**config.mk**
```make
export PLATFORM = sky130hd
export DESIGN_NAME = pipe_tx_data_unpacker
export DESIGN_NICKNAME = d
export VERILOG_FILES = /design/src/rtl/pipe_tx_data_unpacker_pkg.sv /design/src/rtl/pipe_tx_data_unpacker_word_buf.sv /design/src/rtl/pipe_tx_data_unpacker.sv
export SDC_FILE = /design/constraint.sdc
export NUM_CORES = 1
export LEC_CHECK = 0
export CAP_MARGIN = 5
export CELL_PAD_IN_SITES_DETAIL_PLACEMENT = 1
export CELL_PAD_IN_SITES_GLOBAL_PLACEMENT = 1
export CORE_MARGIN = 3
export CORE_UTILIZATION = 50
export DETAILED_ROUTE_END_ITERATION = 8
export GPL_TIMING_DRIVEN = 1
export MAX_ROUTING_LAYER = met4
export PLACE_DENSITY_LB_ADDON = 0.1
export SETUP_SLACK_MARGIN = 0.5
export SLEW_MARGIN = 5
export SYNTH_ARGS = -nofsm -noshare
export SYNTH_HDL_FRONTEND = slang
export SYNTH_HIERARCHICAL = 1
export SYNTH_SLANG_ARGS = --single-unit
```
**constraint.sdc**
```tcl
create_clock -name pclk -period 5.2 [get_ports pclk]
set_input_delay 1.04 -clock pclk [delete_from_list [all_inputs] [get_ports pclk]]
set_output_delay 1.04 -clock pclk [all_outputs]
set_load 0.01 [all_outputs]
```
**src/rtl/pipe_tx_data_unpacker_pkg.sv**
```systemverilog
// pipe_tx_data_unpacker_pkg: PIPE TxData width encoding, symbol struct and width helper.
package pipe_tx_data_unpacker_pkg;

   typedef enum int unsigned {
      BUS_WIDTH_8  = 8,
      BUS_WIDTH_16 = 16,
      BUS_WIDTH_32 = 32
   } pipe_data_width_t;

   typedef struct packed {
      logic [7:0] data;
      logic       k;
   } pipe_sym_s;

   function automatic int unsigned pipe_bytes_per_word(pipe_data_width_t w);
      return (w == BUS_WIDTH_8) ? 1 : (w == BUS_WIDTH_16) ? 2 : 4;
   endfunction

endpackage

```
**src/rtl/pipe_tx_data_unpacker_word_buf.sv**
```systemverilog
// pipe_tx_word_buf: 2-entry word FIFO with registered ready and synchronous flush.
module pipe_tx_word_buf #(
   parameter int W = 36
) (
   input  logic         clk_i,
   input  logic         rst_ni,
   input  logic         push_i,
   input  logic         pop_i,
   input  logic         flush_i,
   input  logic [W-1:0] wdata_i,
   output logic [W-1:0] rdata_o,
   output logic [1:0]   count_o,
   output logic         ready_o
);

   logic [W-1:0] head_q, head_d, tail_q, tail_d;
   logic [1:0]   count_q, count_d, slot;
   logic         ready_q, push, pop;

   assign push    = push_i && !flush_i;
   assign pop     = pop_i && !flush_i;
   // slot is where a push lands once this cycle's pop has taken effect
   assign slot    = count_q - {1'b0, pop};
   assign count_d = flush_i ? 2'd0 : count_q + {1'b0, push} - {1'b0, pop};
   assign head_d  = (push && slot == 2'd0) ? wdata_i : pop ? tail_q : head_q;
   assign tail_d  = (push && slot == 2'd1) ? wdata_i : tail_q;

   always_ff @(posedge clk_i or negedge rst_ni) begin
      if (!rst_ni) begin
         head_q  <= '0;
         tail_q  <= '0;
         count_q <= 2'd0;
         ready_q <= 1'b0;
      end else begin
         head_q  <= head_d;
         tail_q  <= tail_d;
         count_q <= count_d;
         ready_q <= count_d != 2'd2;
      end
   end

   assign rdata_o = head_q;
   assign count_o = count_q;
   assign ready_o = ready_q;

endmodule

```
**src/rtl/pipe_tx_data_unpacker.sv**
```systemverilog
// pipe_tx_data_unpacker: splits PIPE TxData/TxDataK words into one byte+K symbol per cycle, byte 0 first.
module pipe_tx_data_unpacker
   import pipe_tx_data_unpacker_pkg::*;
#(
   parameter pipe_data_width_t DATA_WIDTH = BUS_WIDTH_32,
   localparam int NB = pipe_bytes_per_word(DATA_WIDTH)
) (
   input  logic                  pclk,
   input  logic                  reset_n,
   input  logic [DATA_WIDTH-1:0] tx_data,
   input  logic [NB-1:0]         tx_datak,
   input  logic                  tx_data_valid,
   output logic                  tx_ready,
   input  logic                  flush,
   output logic [7:0]            sym_data,
   output logic                  sym_k,
   output logic                  sym_valid,
   input  logic                  sym_ready,
   output logic                  sym_first
);

   localparam int DW = int'(DATA_WIDTH);
   localparam int IW = (NB > 1) ? $clog2(NB) : 1;
   localparam logic [IW-1:0] LAST = IW'(NB - 1);

   if (DW != 8 * NB) begin : g_bad_width
      $error("pipe_tx_data_unpacker: DATA_WIDTH must be 8, 16 or 32");
   end

   logic [DW+NB-1:0] rdata;
   logic [1:0]       count;
   logic [IW-1:0]    idx_q, idx_d;
   logic             sym_xfer, pop;
   pipe_sym_s        sym;

   pipe_tx_word_buf #(.W(DW + NB)) u_buf (
      .clk_i   (pclk),
      .rst_ni  (reset_n),
      .push_i  (tx_data_valid && tx_ready),
      .pop_i   (pop),
      .flush_i (flush),
      .wdata_i ({tx_datak, tx_data}),
      .rdata_o (rdata),
      .count_o (count),
      .ready_o (tx_ready)
   );

   assign sym_valid = count != 2'd0;
   assign sym_xfer  = sym_valid && sym_ready && !flush;
   // the word leaves the buffer only with its last byte; for NB=1 LAST is 0 so idx never moves
   assign pop       = sym_xfer && idx_q == LAST;
   assign idx_d     = flush ? '0 : !sym_xfer ? idx_q : (idx_q == LAST) ? '0 : idx_q + 1'b1;

   always_ff @(posedge pclk or negedge reset_n) begin
      if (!reset_n) idx_q <= '0;
      else          idx_q <= idx_d;
   end

   assign sym.data  = 8'(rdata[DW-1:0] >> {idx_q, 3'b000});
   assign sym.k     = 1'(rdata[DW+NB-1:DW] >> idx_q);
   assign sym_data  = sym.data;
   assign sym_k     = sym.k;
   assign sym_first = idx_q == '0;

endmodule

```
Word-level counts from Yosys, hierarchy flattened
Cells that the tools add are included.
Widths: inputs -> output; s select.
{"block": "op_classes", "n_addsub": 4, "eq_ne": 3, "shifts": 2, "muxes": 6, "reduce_logical": 14}
{"operator": "$mux 36", "count": 2}
{"operator": "$shr 32x5->8", "count": 1}
{"operator": "$logic_and 1x1->1", "count": 8}
{"operator": "$mux 2", "count": 4}
{"operator": "$reduce_bool 2->1", "count": 3}
{"operator": "$logic_not 2->1", "count": 2}
{"operator": "$shr 4x2->1", "count": 1}
{"operator": "$sub 2x1->2", "count": 2}
{"operator": "$add 2x1->2", "count": 1}
{"operator": "$add 2x1->2 const B", "count": 1}
{"operator": "$eq 2x1->1 const B", "count": 1}
{"operator": "$eq 2x2->1 const B", "count": 1}
{"operator": "$ne 2x2->1 const B", "count": 1}
{"operator": "$logic_not 1->1", "count": 1}
{"block": "totals", "reg_bits": 77, "input_bits": 41, "output_inout_bits": 12, "wordCells": 34}

Logic depth before layout (Yosys ltp)
Gate-level depths: netlist of the first run.
{"block": "depth", "ltp_word": 9, "mapped_depth": 12, "mapped_depth_nobuf": 10}

By module
The synthesis of the first run kept the hierarchy.
{"mod": "pipe_tx_word_buf", "instances": 1, "cells_each": 211, "area_each_um2": 3577.2, "seq_area_each_um2": 1876.8}
{"mod": "pipe_tx_data_unpacker", "instances": 1, "cells_each": 27, "area_each_um2": 382.9, "seq_area_each_um2": 50.0}

Worst setup path before layout of the first run
Ideal clock, no wire load.
{"block": "synth_timing", "path_type": "input to register", "start": "input port sym_ready", "end": "register u_buf.head_q[10] (netlist: u_buf/rdata_o[10])", "setup_ps": 125, "t_arrival_ps": 3156, "t_required_ps": 5075, "slack_ps": 1919, "path_stages": 12, "path_buffers": 4, "path_cell_list": "o21a_1 and3b_1 nand2b_1 buf_2 buf_2 inv_1 ha_1 xor2_1 or3b_1 buf_6 buf_12 mux2_4"}
{"block": "synth_via", "elab_chain_cells": 8, "elab_cells_between_ends": 9, "cone_classes": "add/sub (1); mux (1); reduce/logical (7)"}
{"element": "start: declaration", "line": "pipe_tx_data_unpacker.sv:18", "text": "input logic sym_ready,"}
{"element": "$logic_and 1x1->1 (*) (2 in series)", "line": "pipe_tx_data_unpacker.sv:49", "text": "assign sym_xfer = sym_valid && sym_ready && !flush;"}
{"element": "$logic_and 1x1->1 (*)", "line": "pipe_tx_data_unpacker.sv:51", "text": "assign pop = sym_xfer && idx_q == LAST;"}
{"element": "via pop", "line": "pipe_tx_data_unpacker.sv:33", "text": "logic sym_xfer, pop;"}
{"element": "$logic_and 1x1->1 (*)", "line": "pipe_tx_data_unpacker_word_buf.sv:21", "text": "assign pop = pop_i && !flush_i;"}
{"element": "$sub 2x1->2", "line": "pipe_tx_data_unpacker_word_buf.sv:23", "text": "assign slot = count_q - {1'b0, pop};"}
{"element": "$logic_not 2->1", "line": "pipe_tx_data_unpacker_word_buf.sv:25", "text": "assign head_d = (push && slot == 2'd0) ? wdata_i : pop ? tail_q : head_q;"}
{"element": "$logic_and 1x1->1", "line": "pipe_tx_data_unpacker_word_buf.sv:25"}
{"element": "$mux 36 or $reduce_bool 2->1 (tied branches)"}
{"element": "end signal: assignment", "line": "pipe_tx_data_unpacker_word_buf.sv:30", "text": "head_q <= '0;"}
{"element": "end signal: assignment", "line": "pipe_tx_data_unpacker_word_buf.sv:35", "text": "head_q <= head_d;"}
{"element": "end: declaration", "line": "pipe_tx_data_unpacker_word_buf.sv:16", "text": "logic [W-1:0] head_q, head_d, tail_q, tail_d;"}
Mark *: on every way through the listed nets, which the timed path passes. The rest lies on a longest branch.
A chain may end at the register's enable or synchronous reset.

Worst setup path in the final report of the first run
{"block": "layout_timing", "start": "input port flush", "end": "register u_buf.head_q[12] (netlist: u_buf/rdata_o[12])"}
{"block": "layout_via", "elab_chain_cells": 8, "elab_cells_between_ends": 10, "cone_classes": "add/sub (1); mux (1); reduce/logical (8)"}
{"element": "start: declaration", "line": "pipe_tx_data_unpacker.sv:14", "text": "input logic flush,"}
{"element": "$logic_not 1->1 (*)", "line": "pipe_tx_data_unpacker.sv:49"}
{"element": "$logic_and 1x1->1 (*)", "line": "pipe_tx_data_unpacker.sv:49"}
{"element": "$logic_and 1x1->1 (*)", "line": "pipe_tx_data_unpacker.sv:51"}
{"element": "via pop", "line": "pipe_tx_data_unpacker.sv:33"}
{"element": "$logic_and 1x1->1 (*)", "line": "pipe_tx_data_unpacker_word_buf.sv:21"}
{"element": "$sub 2x1->2", "line": "pipe_tx_data_unpacker_word_buf.sv:23"}
{"element": "$logic_not 2->1", "line": "pipe_tx_data_unpacker_word_buf.sv:25"}
{"element": "$logic_and 1x1->1", "line": "pipe_tx_data_unpacker_word_buf.sv:25"}
{"element": "$mux 36 or $reduce_bool 2->1 (tied branches)"}
Marks and branches as above.

==> key figures, run 1 <==
Outcome
  • Outcome: finished clean

Clocking
  • CTS H-tree depth: 3
  • Bufs on Longest Clock Path: 2
  • Clk Latency, worst-skew pair: 340 ps
  • Post-CTS Setup Inserts: 0
  • Post-CTS Hold Buffers: 0
  • CTS resizes: 0
  • CTS buffer count: 9
  • CTS tree: yes
  • Clock transition at path regs: 80 ps
  • Sink Count: 77
  • Root Driver: clkbuf_8

Power and ir drop
  • Leakage: 2.20 nW
  • PD cells: 384 mW/mm²
  • Tot Pwr: 1.79 mW
  • Max rail drop VDD: 0.167 mV

Worst setup path
  • FF-to-FF path depth: 9
  • Slowest CP cell: or3b_2
  • WP data arrival: 3850 ps
  • R2R Path End: u_buf/rdata_o[0]$_DFFE_PN0P_
  • Critical path capture point type: flop
  • Worst path cell trace: clkdlybuf4s50_1 -> and3b_1 -> nand2b_2 -> inv_1 -> ha_1 -> xor2_1 -> or3b_2 -> buf_4 -> mux2_4
  • Flop2flop setup slack: 1860 ps
  • Worst Path Max Fanout: 19
  • Start point of the critical path: flush
  • Crit path capture: u_buf/rdata_o[12]$_DFFE_PN0P_
  • R2R Path Start: idx_q[0]$_DFFE_PN0P_
  • Max incr delay on CP: 780 ps
  • Crit start category: primary input
  • WP data required: 5440 ps
  • CP Class: primary input to flop

Synth
  • Register area share after synthesis: 0.487
  • Compound-Gate Fraction of Synth Area: 0.00190
  • Distinct cells, synth: 25
  • Post-synthesis adder-cell area fraction: 0.0158
  • Cell count after synthesis: 238
  • Simple-gate portion of the synthesized area: 0.0243
  • Ys Warns: 6
  • Synth Area per Inst: 16.6 µm²
  • Synth Area in XOR/XNOR: 0.00664
  • Main combinational cell family by area after synthesis: multiplexers
  • Post-synthesis register bit count: 77
  • Syn Nets: 284
  • Post-Syn Area: 0.00396 mm²
  • Mux cell area share after synthesis: 0.422

Place
  • DP Worst Slack: 1220 ps
  • Placed inst area: 0.00448 mm²
  • I/O Buffers: 52
  • Routability cong.: 0.696
  • Detailed Place HPWL: 5120 µm
  • Placed Cells: 378

STA
  • Fmax: 276 MHz
  • Count of final setup violators: 0
  • Rel. slew slack: 0.345
  • Worst Clk Skew: 6.28 ps
  • Slew Viols, Final: 0
  • Tmin final: 3620 ps
  • RSZ-0062 raised after global routing: false
  • Worst Tran Pin Value: 983 ps
  • Setup total negative slack: 0 ps
  • Fin worst setup slack: 1580 ps
  • Final Hold Fails: 0
  • Period utilization: 0.696

Die
  • DIE AREA: 0.00902 mm²
  • Die H: 95.0 µm
  • Core Area: 0.00745 mm²
  • Cell Rows: 31
  • Initial core utilization: 0.532
  • Horiz. Die Dim: 95.0 µm
  • Top Ports: 53

Finish
  • # diodes: 0
  • Fin area: 0.00467 mm²
  • Layout cell share with drive strength beyond 1: 0.475
  • Layout Cells excl Fill: 394
  • Area Overhead vs Synth: 17.9%
  • Commonest non-fill, non-tap cell in the layout: dfrtp_1
  • Final #Nets: 336
  • Fill cells: 705
  • Most frequent cells in the layout: dfrtp_1, mux2_4, clkdlybuf4s50_1

Drt
  • DRC: 0
  • Remaining antenna violation count after routing: 0
  • First-pass detailed-route iteration total: 4
  • Routed WL: 7680 µm
  • Via count: 2,107
  • Via density: 5.35
  • WL per Instance: 19.5 µm
  • Drt initial violations: 55

Global route
  • GRT Max-Usage Layer: met2
  • Met3 usage: 0.0470
  • Aggregate global routing overflow: 0
  • Initial antenna violation count: 0
  • Met1 usage: 0.251
  • Met2 GRT Util: 0.291
  • Vias in the first global route: 2,360
  • Largest net degree at the start of global routing: 78
  • Total track usage: 0.190
  • First-pass GRT wire length: 12,300 µm

Run
  • Maxcap violations: 0

Worst hold path
  • HP Class: flop to flop
  • Hold Path Stages: 1
## layout make-up
type | instances | area, µm² | area share
Clock inverter | 5 | 50.0 | 0.0107
Clock buffer | 11 | 141 | 0.0303
Tap cell | 99 | 124 | 0.0265
Timing Repair Buffer | 55 | 541 | 0.116
Sequential cell | 77 | 1930 | 0.413
Inverter | 5 | 18.8 | 0.00402
Multi-Input combinational cell | 142 | 1870 | 0.400
## flip-flops by register name, summed over array words and instances, names as in the netlist
register       count
u_buf/tail_q      36
u_buf/count_o      2
u_buf/rdata_o     36
idx_q              2
u_buf/ready_o      1
## cells in the mapped netlist
cell type  count  share of area
and2_1         1         0.0016
and3b_1        1         0.0022
buf_12         3          0.015
buf_2          5         0.0063
buf_4          1         0.0019
buf_6          5          0.014
dfrtp_1       77           0.49
ha_1           5          0.016
inv_1          5         0.0047
mux2_2        49           0.14
mux2_4        60           0.23
mux2i_1        1         0.0025
mux4_1         2          0.013
mux4_2         7          0.040
nand2b_1       3         0.0047
nand2b_4       1         0.0035
nor2_1         1        0.00095
nor2b_1        2         0.0032
nor3_1         1         0.0013
o21a_1         1         0.0019
or2_2          1         0.0016
or3_1          2         0.0032
or3b_1         1         0.0022
xnor2_1        1         0.0022
xor2_1         2         0.0044
## worst min-delay path by stage
stage / from / to / slack (ps)
after floorplan: u_buf/tail_q[15]$_DFFE_PN0P_ / u_buf/tail_q[15]$_DFFE_PN0P_ / 480
after global placement: u_buf/tail_q[15]$_DFFE_PN0P_ / u_buf/tail_q[15]$_DFFE_PN0P_ / 480
after detailed placement: u_buf/tail_q[33]$_DFFE_PN0P_ / u_buf/tail_q[33]$_DFFE_PN0P_ / 490
after CTS: u_buf/tail_q[18]$_DFFE_PN0P_ / u_buf/tail_q[18]$_DFFE_PN0P_ / 510
after global routing: u_buf/tail_q[26]$_DFFE_PN0P_ / u_buf/tail_q[26]$_DFFE_PN0P_ / 530
final: u_buf/tail_q[33]$_DFFE_PN0P_ / u_buf/tail_q[33]$_DFFE_PN0P_ / 510
## layer usage
metal / wire, µm / up-vias
met5: 0 / -
met4: 98 / 0
met3: 269 / 9
met2: 3820 / 44
met1: 3490 / 1096
li1: - / 958
## stage by stage
stage,hold slack (ps),utilization
after floorplan,475,-
after global placement,484,0.601
after detailed placement,492,0.601
after CTS,512,0.627
after global routing,527,0.627
final,508,0.627
## report_power, final
part	internal, mW	switching [mW]
sequential	0.767	0.103
clock	0.232	0.212
combinational	0.347	0.130
total	1.35	0.446
## logic make-up after synthesis
logic type      Yosys count
mux                     119
xor+xnor                  3
flops                    77
buf+inv                  19
simple gates             14
fa+ha+maj                 5
compound gates            1
## critical path, delay by kind of cell
kind / cells / cell delay [ps]
xor+xnor: 1 / 150
mux: 1 / 340
fa+ha+maj: 1 / 180
buf+inv: 3 / 1060
simple gates: 3 / 1080
(Power assumes the default switching activity.)
==> run 2, diff against run 1 <==
- CORE_UTILIZATION: 50 -> 42
- clock period: 5.2 -> 3 ns (I/O delays scaled with it)
==> key figures, run 2 (synthesis results as in run 1) <==
Worst setup path
  • Critical path capture point type: flop
  • WP data arrival: 2690 ps
  • Crit start category: flop
  • WP data required: 3230 ps
  • CP Class: flop to flop
  • Worst Path Max Fanout: 6

Clocking
  • Clk Latency, worst-skew pair: 350 ps
  • Root Driver: clkbuf_8
  • CTS H-tree depth: 3
  • CTS buffer count: 9
  • Clock transition at path regs: 80 ps
  • Sink Count: 77
  • Post-CTS Hold Buffers: 0
  • Bufs on Longest Clock Path: 2
  • CTS tree: yes

STA
  • Count of final setup violators: 0
  • Fmax: 407 MHz
  • Setup total negative slack: 0 ps
  • Tmin final: 2460 ps
  • Worst Tran Pin Value: 984 ps
  • RSZ-0062 raised after global routing: true
  • Period utilization: 0.819
  • Final Hold Fails: 0
  • Worst Clk Skew: 9.19 ps
  • Rel. slew slack: 0.344
  • Slew Viols, Final: 0

Finish
  • Final #Nets: 350
  • Commonest non-fill, non-tap cell in the layout: dfrtp_1
  • Area Overhead vs Synth: 27.3%
  • Reg area: 0.00193 mm²
  • Fill cells: 861
  • Area taken by multi-input logic gates: 0.00190 mm²
  • Layout Cells excl Fill: 417
  • Most frequent cells in the layout: dfrtp_1, mux2_4, mux2_2
  • Layout cell share with drive strength beyond 1: 0.518
  • # diodes: 0

Die
  • Cell Rows: 34
  • Core Area: 0.00893 mm²
  • Die H: 103 µm
  • Top Ports: 53
  • Horiz. Die Dim: 103 µm
  • DIE AREA: 0.0106 mm²
  • Initial core utilization: 0.443

Worst hold path
  • HP Class: primary input to asynchronous set/reset pin

Place
  • Placed Cells: 393
  • Routability cong.: 0.816
  • I/O Buffers: 52
  • Detailed Place HPWL: 4850 µm

Drt
  • Remaining antenna violation count after routing: 0
  • Drt initial violations: 64
  • First-pass detailed-route iteration total: 4
  • Routed WL: 8580 µm
  • Via density: 5.32
  • Via count: 2,220
  • DRC: 0
  • WL per Instance: 20.6 µm

Global route
  • Largest net degree at the start of global routing: 78
  • Vias in the first global route: 2,416
  • First-pass GRT wire length: 13,100 µm
  • Total track usage: 0.172
  • Aggregate global routing overflow: 0
  • Initial antenna violation count: 0

Power and ir drop
  • PD cells: 673 mW/mm²
  • Max rail drop VDD: 0.329 mV
  • Leakage: 2.39 nW
  • Tot Pwr: 3.39 mW

Outcome
  • Outcome: finished clean

Run
  • Maxcap violations: 0
-- run 2: cell types whose count changed in the layout (fill, tap and decap cells not counted), moves of 3 or more --
cell	change
clkdlybuf4s50_1	-11
dlygate4sd2_1	+9
bufinv_16	+3
clkinv_2	-4
buf_12	+3
buf_4	+4
clkbuf_16	+4
-- run 2: worst max-delay path, cell delays in order, from the launching register on --
cell,delay [ps]
dfrtp_2,460
ha_2,210
and3b_2,230
nand2b_4,80
inv_4,40
ha_4,140
xor2_1,150
or3b_4,520
clkbuf_16,210
mux2_4,300
-- run 2: metal layers --
metal  track usage  part of all wire
met1         0.234              0.48
met2         0.260              0.47
met3        0.0440             0.037
met4        0.0388            0.0082
met5             -                 0
-- run 2: worst paths after layout --
path                                               from                       endpoint  slack (ps)  cells past startpoint
setup / recovery                   idx_q[0]$_DFFE_PN0P_  u_buf/rdata_o[12]$_DFFE_PN0P_         540                      9
hold / removal                                  reset_n        u_buf/ready_o$_DFF_PN0_         390                      1
setup reg to reg                   idx_q[0]$_DFFE_PN0P_  u_buf/rdata_o[12]$_DFFE_PN0P_         540                      9
hold reg to reg            u_buf/tail_q[19]$_DFFE_PN0P_   u_buf/tail_q[19]$_DFFE_PN0P_         500                      1
max in group asynchronous                       reset_n           idx_q[0]$_DFFE_PN0P_        1930                      1
min in group pclk          u_buf/tail_q[19]$_DFFE_PN0P_   u_buf/tail_q[19]$_DFFE_PN0P_         500                      1
-- run 2: report_power, final --
part	internal, mW	total (mW)	switching, mW
clock network	0.642	1.04	0.395
registers	1.33	1.49	0.162
logic	0.617	0.866	0.249
total	2.59	3.39	0.805
-- run 2: area by class of cell --
class,count,area share
clock buffers,9,0.0246
clock inverters,7,0.0290
inverters,5,0.00422
multi-input cells,142,0.376
flip-flops and latches,77,0.382
well taps,108,0.0268
repair buffers,69,0.157
-- run 2: what timing repair did --
action / 4_1_cts / 5_1_grt
resized for setup: 16 / 6
setup endpoints to repair: 77 / 54
buffers inserted: 0 / 1
gates cloned: 2 / 5
hold endpoints to repair: 0 / 0
pin swaps: 0 / 1
-- run 2: through the flow --
step	util	setup slack [ps]	hold WS, ps	cell area [µm²]
5_1_grt	0.564	483	468	5040
3_3_place_gp	0.512	63.3	484	4580
4_1_cts	0.549	517	437	4910
3_5_place_dp	0.512	56.8	492	4580
6_report	0.564	544	389	5040
2_1_floorplan	-	405	304	4010
